<file path="src/rtl/avalon_fb_fill_engine_if.sv">
// Bus bundle for the framebuffer fill engine: CSR slave port, SDRAM master port and irq.
// The "master" modport is the engine's view; "slave" is the host/SDRAM side.
interface avalon_fb_fill_engine_if #(
  parameter int MASTER_ADDRESSWIDTH = 32,
  parameter int SLAVE_ADDRESSWIDTH  = 3,
  parameter int DATAWIDTH           = 32
);
  logic [SLAVE_ADDRESSWIDTH-1:0]  slave_address;
  logic [DATAWIDTH-1:0]           slave_writedata;
  logic                           slave_write;
  logic                           slave_read;
  logic                           slave_chipselect;
  logic [DATAWIDTH-1:0]           slave_readdata;
  logic [MASTER_ADDRESSWIDTH-1:0] master_address;
  logic [DATAWIDTH-1:0]           master_writedata;
  logic                           master_write;
  logic                           master_read;
  logic [DATAWIDTH-1:0]           master_readdata;
  logic                           master_readdatavalid;
  logic                           master_waitrequest;
  logic                           irq;

  modport master (
    input  slave_address, slave_writedata, slave_write, slave_read, slave_chipselect,
    output slave_readdata,
    output master_address, master_writedata, master_write, master_read,
    input  master_readdata, master_readdatavalid, master_waitrequest,
    output irq
  );

  modport slave (
    output slave_address, slave_writedata, slave_write, slave_read, slave_chipselect,
    input  slave_readdata,
    input  master_address, master_writedata, master_write, master_read,
    output master_readdata, master_readdatavalid, master_waitrequest,
    input  irq
  );
endinterface

</file>
<file path="src/rtl/avalon_fb_fill_engine.sv">
// CSR-programmed Avalon master that fills a framebuffer region (solid or red
// gradient) or reads back one word. The region wraps modulo FB_WORDS.
module avalon_fb_fill_engine #(
  parameter int                             MASTER_ADDRESSWIDTH = 32,
  parameter int                             SLAVE_ADDRESSWIDTH  = 3,
  parameter int                             DATAWIDTH           = 32,
  parameter logic [MASTER_ADDRESSWIDTH-1:0] FB_BASE             = 32'h0800_0000,
  parameter int                             FB_WORDS            = 76800,
  parameter int                             CNT_WIDTH           = 17
) (
  input  logic                   clk,
  input  logic                   reset,
  avalon_fb_fill_engine_if.master bus
);

  localparam logic [CNT_WIDTH:0] FB_WORDS_C = (CNT_WIDTH+1)'(FB_WORDS);

  typedef enum logic [2:0] {
    S_IDLE      = 3'd0,
    S_WRITE     = 3'd1,
    S_READ_REQ  = 3'd2,
    S_READ_WAIT = 3'd3,
    S_DONE      = 3'd4
  } state_t;

  // Byte address of a framebuffer word index.
  function automatic logic [MASTER_ADDRESSWIDTH-1:0] fb_addr(input logic [CNT_WIDTH-1:0] idx);
    return FB_BASE + (MASTER_ADDRESSWIDTH'(idx) << 2);
  endfunction

  // Next word index, wrapping at the end of the framebuffer.
  function automatic logic [CNT_WIDTH-1:0] idx_inc(input logic [CNT_WIDTH-1:0] idx);
    logic [CNT_WIDTH:0] nxt;
    nxt = {1'b0, idx} + (CNT_WIDTH+1)'(1'b1);
    if (nxt == FB_WORDS_C) return '0;
    else                   return nxt[CNT_WIDTH-1:0];
  endfunction

  state_t                   r_state, w_state_nxt;
  // programmable CSRs
  logic [1:0]               r_mode;
  logic                     r_irq_en;
  logic [CNT_WIDTH-1:0]     r_offset, r_count, r_period;
  logic [23:0]              r_color;
  // status
  logic                     r_done, r_err;
  logic [DATAWIDTH-1:0]     r_rdata;
  logic [CNT_WIDTH-1:0]     r_progress;
  // shadow copy of the in-flight operation
  logic [CNT_WIDTH-1:0]     r_idx, r_remain, r_sh_period, r_period_cnt;
  logic [15:0]              r_sh_gb;
  logic [7:0]               r_red;
  logic [1:0]               r_sh_mode;
  logic                     r_abort_pend;
  // registered outputs
  logic [MASTER_ADDRESSWIDTH-1:0] r_mst_addr;
  logic [DATAWIDTH-1:0]     r_mst_wdata, r_slv_rdata, w_csr_rdata;
  logic                     r_mst_write, r_mst_read, r_irq;

  logic w_csr_wr, w_ctrl_wr, w_start, w_abort_req, w_abort_any, w_bad;
  logic w_beat, w_rd_acc, w_rdv, w_last, w_red_step, w_busy, w_to_err;
  logic [1:0]           w_new_mode;
  logic [CNT_WIDTH-1:0] w_period_eff, w_idx_nxt;

  assign w_csr_wr     = bus.slave_chipselect & bus.slave_write;
  assign w_ctrl_wr    = w_csr_wr & (bus.slave_address == SLAVE_ADDRESSWIDTH'(0));
  assign w_new_mode   = bus.slave_writedata[2:1];
  assign w_start      = w_ctrl_wr & bus.slave_writedata[0] & (r_state == S_IDLE);
  assign w_abort_req  = w_ctrl_wr & bus.slave_writedata[3];
  assign w_abort_any  = r_abort_pend | w_abort_req;
  assign w_bad        = (r_count == '0) | ({1'b0, r_offset} >= FB_WORDS_C) | (w_new_mode == 2'd3);
  assign w_beat       = r_mst_write & ~bus.master_waitrequest;
  assign w_rd_acc     = r_mst_read & ~bus.master_waitrequest;
  assign w_rdv        = (r_state == S_READ_WAIT) & bus.master_readdatavalid;
  assign w_last       = (r_remain == CNT_WIDTH'(1'b1));
  assign w_period_eff = (r_sh_period == '0) ? CNT_WIDTH'(1'b1) : r_sh_period;
  assign w_red_step   = (r_sh_mode == 2'd1) & ((r_period_cnt + CNT_WIDTH'(1'b1)) == w_period_eff);
  assign w_idx_nxt    = idx_inc(r_idx);
  assign w_to_err     = ((r_state == S_WRITE) & w_beat & w_abort_any) | (w_rdv & w_abort_any);

  // State register.
  always_ff @(posedge clk or posedge reset) begin
    if (reset) r_state <= S_IDLE;
    else       r_state <= w_state_nxt;
  end

  // Next-state logic; a write beat in flight is never abandoned.
  always_comb begin
    w_state_nxt = r_state;
    case (r_state)
      S_IDLE: begin
        if (!w_start)                w_state_nxt = S_IDLE;
        else if (w_bad)              w_state_nxt = S_DONE;
        else if (w_new_mode == 2'd2) w_state_nxt = S_READ_REQ;
        else                         w_state_nxt = S_WRITE;
      end
      S_WRITE: begin
        if (w_beat && (w_last || w_abort_any)) w_state_nxt = S_DONE;
        else                                   w_state_nxt = S_WRITE;
      end
      S_READ_REQ: begin
        if (w_rd_acc) w_state_nxt = S_READ_WAIT;
        else          w_state_nxt = S_READ_REQ;
      end
      S_READ_WAIT: begin
        if (w_rdv) w_state_nxt = S_DONE;
        else       w_state_nxt = S_READ_WAIT;
      end
      S_DONE:  w_state_nxt = S_IDLE;
      default: w_state_nxt = S_IDLE;
    endcase
  end

  // State-decoded outputs: busy in every state but IDLE.
  always_comb begin
    w_busy = 1'b0;
    case (r_state)
      S_IDLE:  w_busy = 1'b0;
      default: w_busy = 1'b1;
    endcase
  end

  // Programmable CSRs; writes while busy only affect the next operation.
  always_ff @(posedge clk or posedge reset) begin
    if (reset) begin
      r_mode <= 2'd0; r_irq_en <= 1'b0; r_offset <= '0;
      r_count <= '0;  r_color <= 24'h0; r_period <= '0;
    end else if (w_csr_wr) begin
      case (bus.slave_address)
        SLAVE_ADDRESSWIDTH'(0): begin
          r_mode   <= bus.slave_writedata[2:1];
          r_irq_en <= bus.slave_writedata[4];
        end
        SLAVE_ADDRESSWIDTH'(1): r_offset <= bus.slave_writedata[CNT_WIDTH-1:0];
        SLAVE_ADDRESSWIDTH'(2): r_count  <= bus.slave_writedata[CNT_WIDTH-1:0];
        SLAVE_ADDRESSWIDTH'(3): r_color  <= bus.slave_writedata[23:0];
        SLAVE_ADDRESSWIDTH'(4): r_period <= bus.slave_writedata[CNT_WIDTH-1:0];
        default: ;
      endcase
    end
  end

  // Operation datapath: shadow latch on start, beat accounting, status and master outputs.
  always_ff @(posedge clk or posedge reset) begin
    if (reset) begin
      r_idx <= '0; r_remain <= '0; r_sh_period <= '0; r_period_cnt <= '0;
      r_sh_gb <= 16'h0; r_red <= 8'h0; r_sh_mode <= 2'd0; r_abort_pend <= 1'b0;
      r_done <= 1'b0; r_err <= 1'b0; r_rdata <= '0; r_progress <= '0;
      r_mst_addr <= '0; r_mst_wdata <= '0; r_mst_write <= 1'b0; r_mst_read <= 1'b0;
    end else begin
      if (w_start) begin
        r_idx        <= r_offset;
        r_remain     <= r_count;
        r_sh_period  <= r_period;
        r_period_cnt <= '0;
        r_sh_gb      <= r_color[15:0];
        r_red        <= r_color[23:16];
        r_sh_mode    <= w_new_mode;
        r_abort_pend <= 1'b0;
        r_done       <= 1'b0;
        r_err        <= w_bad;
        r_progress   <= '0;
        r_mst_addr   <= fb_addr(r_offset);
        r_mst_wdata  <= DATAWIDTH'({8'h00, r_color});
      end else begin
        if (w_busy && w_abort_req) r_abort_pend <= 1'b1;
        if (w_beat) begin
          r_idx      <= w_idx_nxt;
          r_remain   <= r_remain - CNT_WIDTH'(1'b1);
          r_progress <= r_progress + CNT_WIDTH'(1'b1);
          r_mst_addr <= fb_addr(w_idx_nxt);
          if (w_red_step) begin
            r_red        <= r_red + 8'd1;
            r_period_cnt <= '0;
            r_mst_wdata  <= DATAWIDTH'({8'h00, r_red + 8'd1, r_sh_gb});
          end else begin
            r_period_cnt <= r_period_cnt + CNT_WIDTH'(1'b1);
          end
        end
        if (w_rdv) begin
          r_rdata    <= bus.master_readdata;
          r_progress <= CNT_WIDTH'(1'b1);
        end
        if (r_state == S_DONE) r_done <= 1'b1;
        if (w_to_err)          r_err  <= 1'b1;
      end
      r_mst_write <= (w_state_nxt == S_WRITE);
      r_mst_read  <= (w_state_nxt == S_READ_REQ);
    end
  end

  // CSR read mux.
  always_comb begin
    w_csr_rdata = '0;
    case (bus.slave_address)
      SLAVE_ADDRESSWIDTH'(0): w_csr_rdata = DATAWIDTH'({r_irq_en, 1'b0, r_mode, 1'b0});
      SLAVE_ADDRESSWIDTH'(1): w_csr_rdata = DATAWIDTH'(r_offset);
      SLAVE_ADDRESSWIDTH'(2): w_csr_rdata = DATAWIDTH'(r_count);
      SLAVE_ADDRESSWIDTH'(3): w_csr_rdata = DATAWIDTH'(r_color);
      SLAVE_ADDRESSWIDTH'(4): w_csr_rdata = DATAWIDTH'(r_period);
      SLAVE_ADDRESSWIDTH'(5): w_csr_rdata = DATAWIDTH'({r_err, r_done, w_busy});
      SLAVE_ADDRESSWIDTH'(6): w_csr_rdata = r_rdata;
      SLAVE_ADDRESSWIDTH'(7): w_csr_rdata = DATAWIDTH'(r_progress);
      default:                w_csr_rdata = '0;
    endcase
  end

  // Registered CSR read data and interrupt level.
  always_ff @(posedge clk or posedge reset) begin
    if (reset) begin
      r_slv_rdata <= '0;
      r_irq       <= 1'b0;
    end else begin
      if (bus.slave_chipselect && bus.slave_read) r_slv_rdata <= w_csr_rdata;
      r_irq <= r_irq_en & r_done;
    end
  end

  assign bus.slave_readdata   = r_slv_rdata;
  assign bus.master_address   = r_mst_addr;
  assign bus.master_writedata = r_mst_wdata;
  assign bus.master_write     = r_mst_write;
  assign bus.master_read      = r_mst_read;
  assign bus.irq              = r_irq;

endmodule

</file>
<file path="src/flat_wrapper.sv">
// flat-port wrapper written by rule: the top's interface ports become plain ports
module avalon_fb_fill_engine_flat 
#(
  parameter int                             MASTER_ADDRESSWIDTH = 32,
  parameter int                             SLAVE_ADDRESSWIDTH  = 3,
  parameter int                             DATAWIDTH           = 32,
  parameter logic [MASTER_ADDRESSWIDTH-1:0] FB_BASE             = 32'h0800_0000,
  parameter int                             FB_WORDS            = 76800,
  parameter int                             CNT_WIDTH           = 17
)
  (clk, reset, bus_slave_address, bus_slave_writedata, bus_slave_write, bus_slave_read, bus_slave_chipselect, bus_slave_readdata, bus_master_address, bus_master_writedata, bus_master_write, bus_master_read, bus_master_readdata, bus_master_readdatavalid, bus_master_waitrequest, bus_irq);
  avalon_fb_fill_engine_if #(.MASTER_ADDRESSWIDTH(MASTER_ADDRESSWIDTH), .SLAVE_ADDRESSWIDTH(SLAVE_ADDRESSWIDTH), .DATAWIDTH(DATAWIDTH)) bus_i ();
  input  logic clk;
  input  logic reset;
  input wire logic [$bits(bus_i.slave_address)-1:0] bus_slave_address;
  input wire logic [$bits(bus_i.slave_writedata)-1:0] bus_slave_writedata;
  input wire logic [$bits(bus_i.slave_write)-1:0] bus_slave_write;
  input wire logic [$bits(bus_i.slave_read)-1:0] bus_slave_read;
  input wire logic [$bits(bus_i.slave_chipselect)-1:0] bus_slave_chipselect;
  output wire logic [$bits(bus_i.slave_readdata)-1:0] bus_slave_readdata;
  output wire logic [$bits(bus_i.master_address)-1:0] bus_master_address;
  output wire logic [$bits(bus_i.master_writedata)-1:0] bus_master_writedata;
  output wire logic [$bits(bus_i.master_write)-1:0] bus_master_write;
  output wire logic [$bits(bus_i.master_read)-1:0] bus_master_read;
  input wire logic [$bits(bus_i.master_readdata)-1:0] bus_master_readdata;
  input wire logic [$bits(bus_i.master_readdatavalid)-1:0] bus_master_readdatavalid;
  input wire logic [$bits(bus_i.master_waitrequest)-1:0] bus_master_waitrequest;
  output wire logic [$bits(bus_i.irq)-1:0] bus_irq;
  assign bus_i.slave_address = bus_slave_address;
  assign bus_i.slave_writedata = bus_slave_writedata;
  assign bus_i.slave_write = bus_slave_write;
  assign bus_i.slave_read = bus_slave_read;
  assign bus_i.slave_chipselect = bus_slave_chipselect;
  assign bus_slave_readdata = bus_i.slave_readdata;
  assign bus_master_address = bus_i.master_address;
  assign bus_master_writedata = bus_i.master_writedata;
  assign bus_master_write = bus_i.master_write;
  assign bus_master_read = bus_i.master_read;
  assign bus_i.master_readdata = bus_master_readdata;
  assign bus_i.master_readdatavalid = bus_master_readdatavalid;
  assign bus_i.master_waitrequest = bus_master_waitrequest;
  assign bus_irq = bus_i.irq;
  avalon_fb_fill_engine #(.MASTER_ADDRESSWIDTH(MASTER_ADDRESSWIDTH), .SLAVE_ADDRESSWIDTH(SLAVE_ADDRESSWIDTH), .DATAWIDTH(DATAWIDTH), .FB_BASE(FB_BASE), .FB_WORDS(FB_WORDS), .CNT_WIDTH(CNT_WIDTH)) u_core (.clk(clk), .reset(reset), .bus(bus_i));
endmodule
</file>
<file path="config.mk">
export PLATFORM = sky130hd
export DESIGN_NAME = avalon_fb_fill_engine_flat
export DESIGN_NICKNAME = d
export VERILOG_FILES = /design/src/rtl/avalon_fb_fill_engine_if.sv /design/src/rtl/avalon_fb_fill_engine.sv /design/src/flat_wrapper.sv
export SDC_FILE = /design/constraint.sdc
export NUM_CORES = 1
export LEC_CHECK = 0
export BUFFER_PORTS_ARGS = -buffer_cell sky130_fd_sc_hd__buf_2
export CAP_MARGIN = 20
export CORE_MARGIN = 2
export CORE_UTILIZATION = 47
export DETAILED_ROUTE_END_ITERATION = 10
export GPL_ROUTABILITY_DRIVEN = 0
export PLACE_DENSITY_LB_ADDON = 0.15
export SYNTH_ARGS = -nofsm -noshare
export SYNTH_HDL_FRONTEND = slang
export SYNTH_SLANG_ARGS = --single-unit
</file>
<file path="constraint.sdc">
create_clock -name clk -period 19.9 [get_ports clk]
set_input_delay 0 -clock clk [delete_from_list [all_inputs] [get_ports clk]]
set_output_delay 0 -clock clk [all_outputs]
set_load 0.02 [all_outputs]
</file>
# == Word level (Yosys, flattened, before mapping) ==
# Index checks and enable logic that the tools add are counted.
# totals
register_bits,326
elab_cells,127
input_bits,74
# op_classes
magnitude_cmp,1
n_addsub,7
eq_ne,19
n_reduce_logical,21
n_bitwise,19
mux,35
# ops
op,count
32-bit case mux with 8 select lines,1
17-bit two-way mux,12
32-bit two-way mux,5
"28-bit by 19-bit adder with 29-bit output, first input constant",2
"17-bit by 1-bit adder with 17-bit output, second input constant",2
17-bit zero test,2
8-bit two-way mux,3
"17-bit by 1-bit adder with 18-bit output, second input constant",1
"18-bit by 17-bit equality test with 1-bit output, second input constant",1
"17-bit by 1-bit equality test with 1-bit output, second input constant",1
17-bit equality test,1
"17-bit >= comparator, second input constant",1
"17-bit by 1-bit subtractor with 17-bit output, second input constant",1
"3-bit by 2-bit equality test with 1-bit output, second input constant",5
"3-bit equality test, second input constant",5
2-bit AND reduction,7
1-bit AND,13
3-bit two-way mux,4
3-bit case mux with 4 select lines,1
2-bit nonzero test,5
"3-bit by 1-bit equality test with 1-bit output, second input constant",3
"8-bit by 1-bit adder with 8-bit output, second input constant",1
1-bit two-way mux,8
3-bit zero test,2
8 further kinds,15

# == Longest topological paths before layout ==
# depth
depth_word,9
depth_mapped,11
depth_no_buf,8

# == Least setup slack after synthesis ==
# OpenSTA, ideal clock, no wires.
# synth_path
path_kind,reg-to-reg
start,reg u_core.r_period_cnt[0]
end,"reg u_core.r_mst_wdata[0], in the netlist u_core.bus.master_writedata[0]"
synth_period_minus_slack_ns,2.756
path_buffers,2
path_slack_ns,17.144
t_arrival_ns,2.632
stages_incl_launch_ff,11
t_required_ns,19.775
path_cell_list,dfrtp_1 > ha_1 > buf_2 > nand3_1 > or4_1 > xnor2_1 > nor3_1 > nand4_1 > o21ai_2 > buf_4 > mux2_2
# synth_between
elab_chain_len,5
# synth_rtl
item,line_no,rtl
from (decl),avalon_fb_fill_engine.sv:50,"logic [CNT_WIDTH-1:0] r_idx, r_remain, r_sh_period, r_period_cnt;"
from (signal assigned),avalon_fb_fill_engine.sv:177,r_period_cnt <= r_period_cnt + CNT_WIDTH'(1'b1);
17-bit by 1-bit adder with 17-bit output,avalon_fb_fill_engine.sv:77,assign w_red_step = (r_sh_mode == 2'd1) & ((r_period_cnt + CNT_WIDTH'(1'b1)) == w_period_eff);
17-bit equality test,avalon_fb_fill_engine.sv:77,
1-bit AND,avalon_fb_fill_engine.sv:77,
2-bit nonzero test (no line),n/a,
2-bit AND reduction (no line),n/a,
to (signal assigned),avalon_fb_fill_engine.sv:164,"r_mst_wdata <= DATAWIDTH'({8'h00, r_color});"
to (signal assigned),avalon_fb_fill_engine.sv:175,"r_mst_wdata <= DATAWIDTH'({8'h00, r_red + 8'd1, r_sh_gb});"
to (decl),avalon_fb_fill_engine.sv:57,"logic [DATAWIDTH-1:0] r_mst_wdata, r_slv_rdata, w_csr_rdata;"
# No other way between the ends.
# A chain may end at the register's enable or synchronous reset.

# == Worst setup path after layout ==
# layout_path
start,reg u_core.r_period_cnt[0]
end,reg u_core.r_red[3]
# layout_between
elab_chain_len,5
# layout_rtl
item,line_no,rtl
17-bit by 1-bit adder with 17-bit output,avalon_fb_fill_engine.sv:77,
17-bit equality test,avalon_fb_fill_engine.sv:77,
1-bit AND,avalon_fb_fill_engine.sv:77,
2-bit nonzero test (no line),n/a,
2-bit AND reduction (no line),n/a,
to (signal assigned),avalon_fb_fill_engine.sv:157,r_red <= r_color[23:16];
to (signal assigned),avalon_fb_fill_engine.sv:173,r_red <= r_red + 8'd1;
to (decl),avalon_fb_fill_engine.sv:52,logic [7:0] r_red;
# No other way between the ends.

==> metrics.yaml <==
outcome:
  outcome: "finished, final reports clean"
critical_path:
  cp_slowest_cell: "or4_1"
  crit_buf_inv: 1
  required_ps: 20390
  critical_path.max_fanout: 22
  crit_top_cell: "or4_1"
  critical-path-max-stage-delay_ps: 630
  critPathTopFamily: "simple AND/OR/NAND/NOR gates"
  end_kind: "register"
  crit_path_cell_trace: "ha_1, nand3_1, or4_1, xnor2_1, nor3_1, nand4_1, buf_4, or4_1, a31oi_1"
  critPathArrivalTime_ps: 3770
  startpoint_type: "register"
  path_class: "register to register"
floorplanning:
  rows: 62
  die_h_um: 175
  ios: 173
  die_x_um: 175
  floorplan.initialDensity_pct: 47.6
  coreArea_sq_um: 28700
  dieArea_sq_um: 30500
pwr:
  switching_share_pct: 32.0
  seq_power_share_pct: 45.0
  combPwrFrac_pct: 21.4
  vdd_drop_max_uv: 75.0
  p_int_uw: 1250
  p_leak_uw: 0.00751
  clkPwrFrac_pct: 33.6
  p_per_area_nw_per_um2: 113
  p_sw_uw: 589
final_layout:
  fin_nets: 1561
  areaGrowthSynthToFinish_pct: 19.1
  final_cell_count_no_fill: 1888
  seq_area_sq_um: 6980
  antenna_cells: 0
  multiInputGateArea_sq_um: 6220
  drive_gt1_share_pct: 23.8
  fillers: 2527
routing:
  num_vias: 10800
  ant_nets: 0
  viasPerCell: 5.74
  drtIter0Drc: 854
  drc_errors: 0
  wirelength_um: 38200
  dr.pass1.iters: 5
  avgRoutedWirePerCell_um: 20.2
grt:
  grt_remaining_overflow: 0
  grt_pass1_wl_um: 61000
  antenna_found_initial: 0
  grt_max_degree: 185
  track_usage_pct: 25.3
  grt_pass1_vias: 10800
synth:
  synth_area_sq_um: 13700
  synth_area_per_cell_sq_um: 10.4
  synth_edf_count: 0
  synth_async_sr_flop_share_pct: 100
  ys_warn_count: 0
  synth-seq-cells: 279
  syn_inst: 1318
  ys_types: 62
  synth_seq_area_share_pct: 51.1
  ys.flop_type: "dfrtp_1"
sta:
  fin_crit_ps: 3280
  timing.final.crit_share_pct: 16.5
  max_freq_mhz: 305
  slew_viol_final: 0
  slew_headroom_pct: 28.2
  skew_ps: 17.5
  rsz0062_at_grt: "no"
  tightestPinTransition_ps: 1080
  setup_viol: 0
  hold_slack_ps: 83.5
  finalHoldViolations: 0
  setup_tns_ps: 0
clock_network:
  cts_tree: "built"
  clockBufferDepth: 3
  root_buffer: "clkbuf_16"
  numCtsBuffers: 30
  post-cts-setup-buffer-count: 0
  clock_sinks: 279
  htree_levels: 1
  clk_pin_slew_worst_paths_ps: 60
  clk_latency_ps: 560
placed_design:
  dp_hpwl_um: 25900
  io_buffers: 142
  dp.cells: 1770
job:
  drv_cap: 0
hold_path:
  min_path_type: "input port to async pin"
sequential cells by signal, indices dropped and copies added (netlist names), 17 cells and up:
| register | cells |
|---|---|
| u_core.r_remain | 17 |
| u_core.r_sh_period | 17 |
| u_core.r_offset | 17 |
| u_core.r_color | 24 |
| u_core.bus.master_writedata | 17 |
| u_core.r_period_cnt | 17 |
| u_core.r_period | 17 |
| u_core.bus.slave_readdata | 32 |
| u_core.r_progress | 17 |
| u_core.r_rdata | 32 |
| u_core.r_count | 17 |
cell type report:
class / count / share of cell area [%]
flip-flops and latches: 279 / 42.9
inverters: 13 / 0.346
clock buffers: 38 / 5.10
clock inverters: 17 / 1.70
multi-input cells: 940 / 38.2
well taps: 384 / 2.95
repair buffers: 217 / 8.85
power by group through the flow:
stage                     Sequential (uW)  Combinational [uW]  Clock (uW)
after detailed placement              834                 383           0
after floorplan                       807                 267           0
final                                 829                 394         618
after global placement                830                 375           0
after global routing                  846                 437         654
after CTS                             826                 395         626
routing by layer:
metal	up-vias	GRT usage (%)	wire length [um]
li1	4989	-	-
met1	5436	36.2	17200
met2	347	39.6	17400
met3	63	4.63	2600
met4	0	7.36	999
met5	-	0	0
layout by cell type (no fill, tap or decap), types with 32 or more instances in the layout:
cell	n
nand3_1	42
dlygate4sd3_1	62
nand2_1	194
xnor2_1	41
mux2_2	135
xor2_1	32
a21oi_1	44
o21ai_0	64
dfrtp_1	279
nor2_1	70
buf_2	142
cells in the mapped netlist (20+ instances only):
cell type,count,area [sq um]
dfrtp_1,279,6980
buf_4,27,203
a22oi_1,20,150
a21oi_1,44,220
nand4_1,29,181
and3_1,21,131
clkbuf_1,61,229
mux2_2,135,1520
nand2_1,194,728
xnor2_1,41,359
nand3_1,43,215
o21ai_0,64,320
nor3_1,22,110
nor2_1,71,267
xor2_1,32,280
what timing repair did:
| item | in CTS | in global routing |
|---|---|---|
| hold buffers | 62 | 0 |
| hold endpoints to repair | 225 | 0 |
| gates resized for setup | 0 | 0 |
final timing paths:
kind	start	endpoint	slack, ps	depth (start not counted)
max in group asynchronous	reset	u_core.r_count[12]	18420	4
min reg2reg	u_core.bus.master_address[27]	u_core.bus.master_address[27]	470	1
max reg2reg	u_core.r_period_cnt[0]	u_core.r_red[3]	16620	9
max	u_core.r_period_cnt[0]	u_core.r_red[3]	16620	9
min in group clk	bus_slave_write	u_core.r_mode[1]	100	4
min	reset	u_core.r_rdata[5]	80	3
logic make-up after synthesis:
family / synth area share, %
buf+inv: 4.13
simple gates: 16.1
fa+ha+maj: 0.549
flops: 51.1
other cells: 0.0274
xor+xnor: 4.68
mux: 12.7
compound gates: 10.8
per-stage QoR:
step	utilization (%)	cell area, sq um	power, uW	worst slack [ps]
2_1_floorplan	-	13800	1070	12210
3_3_place_gp	50.7	14600	1210	16480
3_5_place_dp	50.7	14600	1220	16420
4_1_cts	56.7	16300	1850	16680
5_1_grt	56.8	16300	1940	16370
6_report	56.8	16300	1840	16620
tightest hold or removal path, cell delays in order:
cell	delay, ps
dlygate4sd3_1	520
buf_2	150
inv_8	440
No activity file was read; power rests on OpenSTA's default activity.
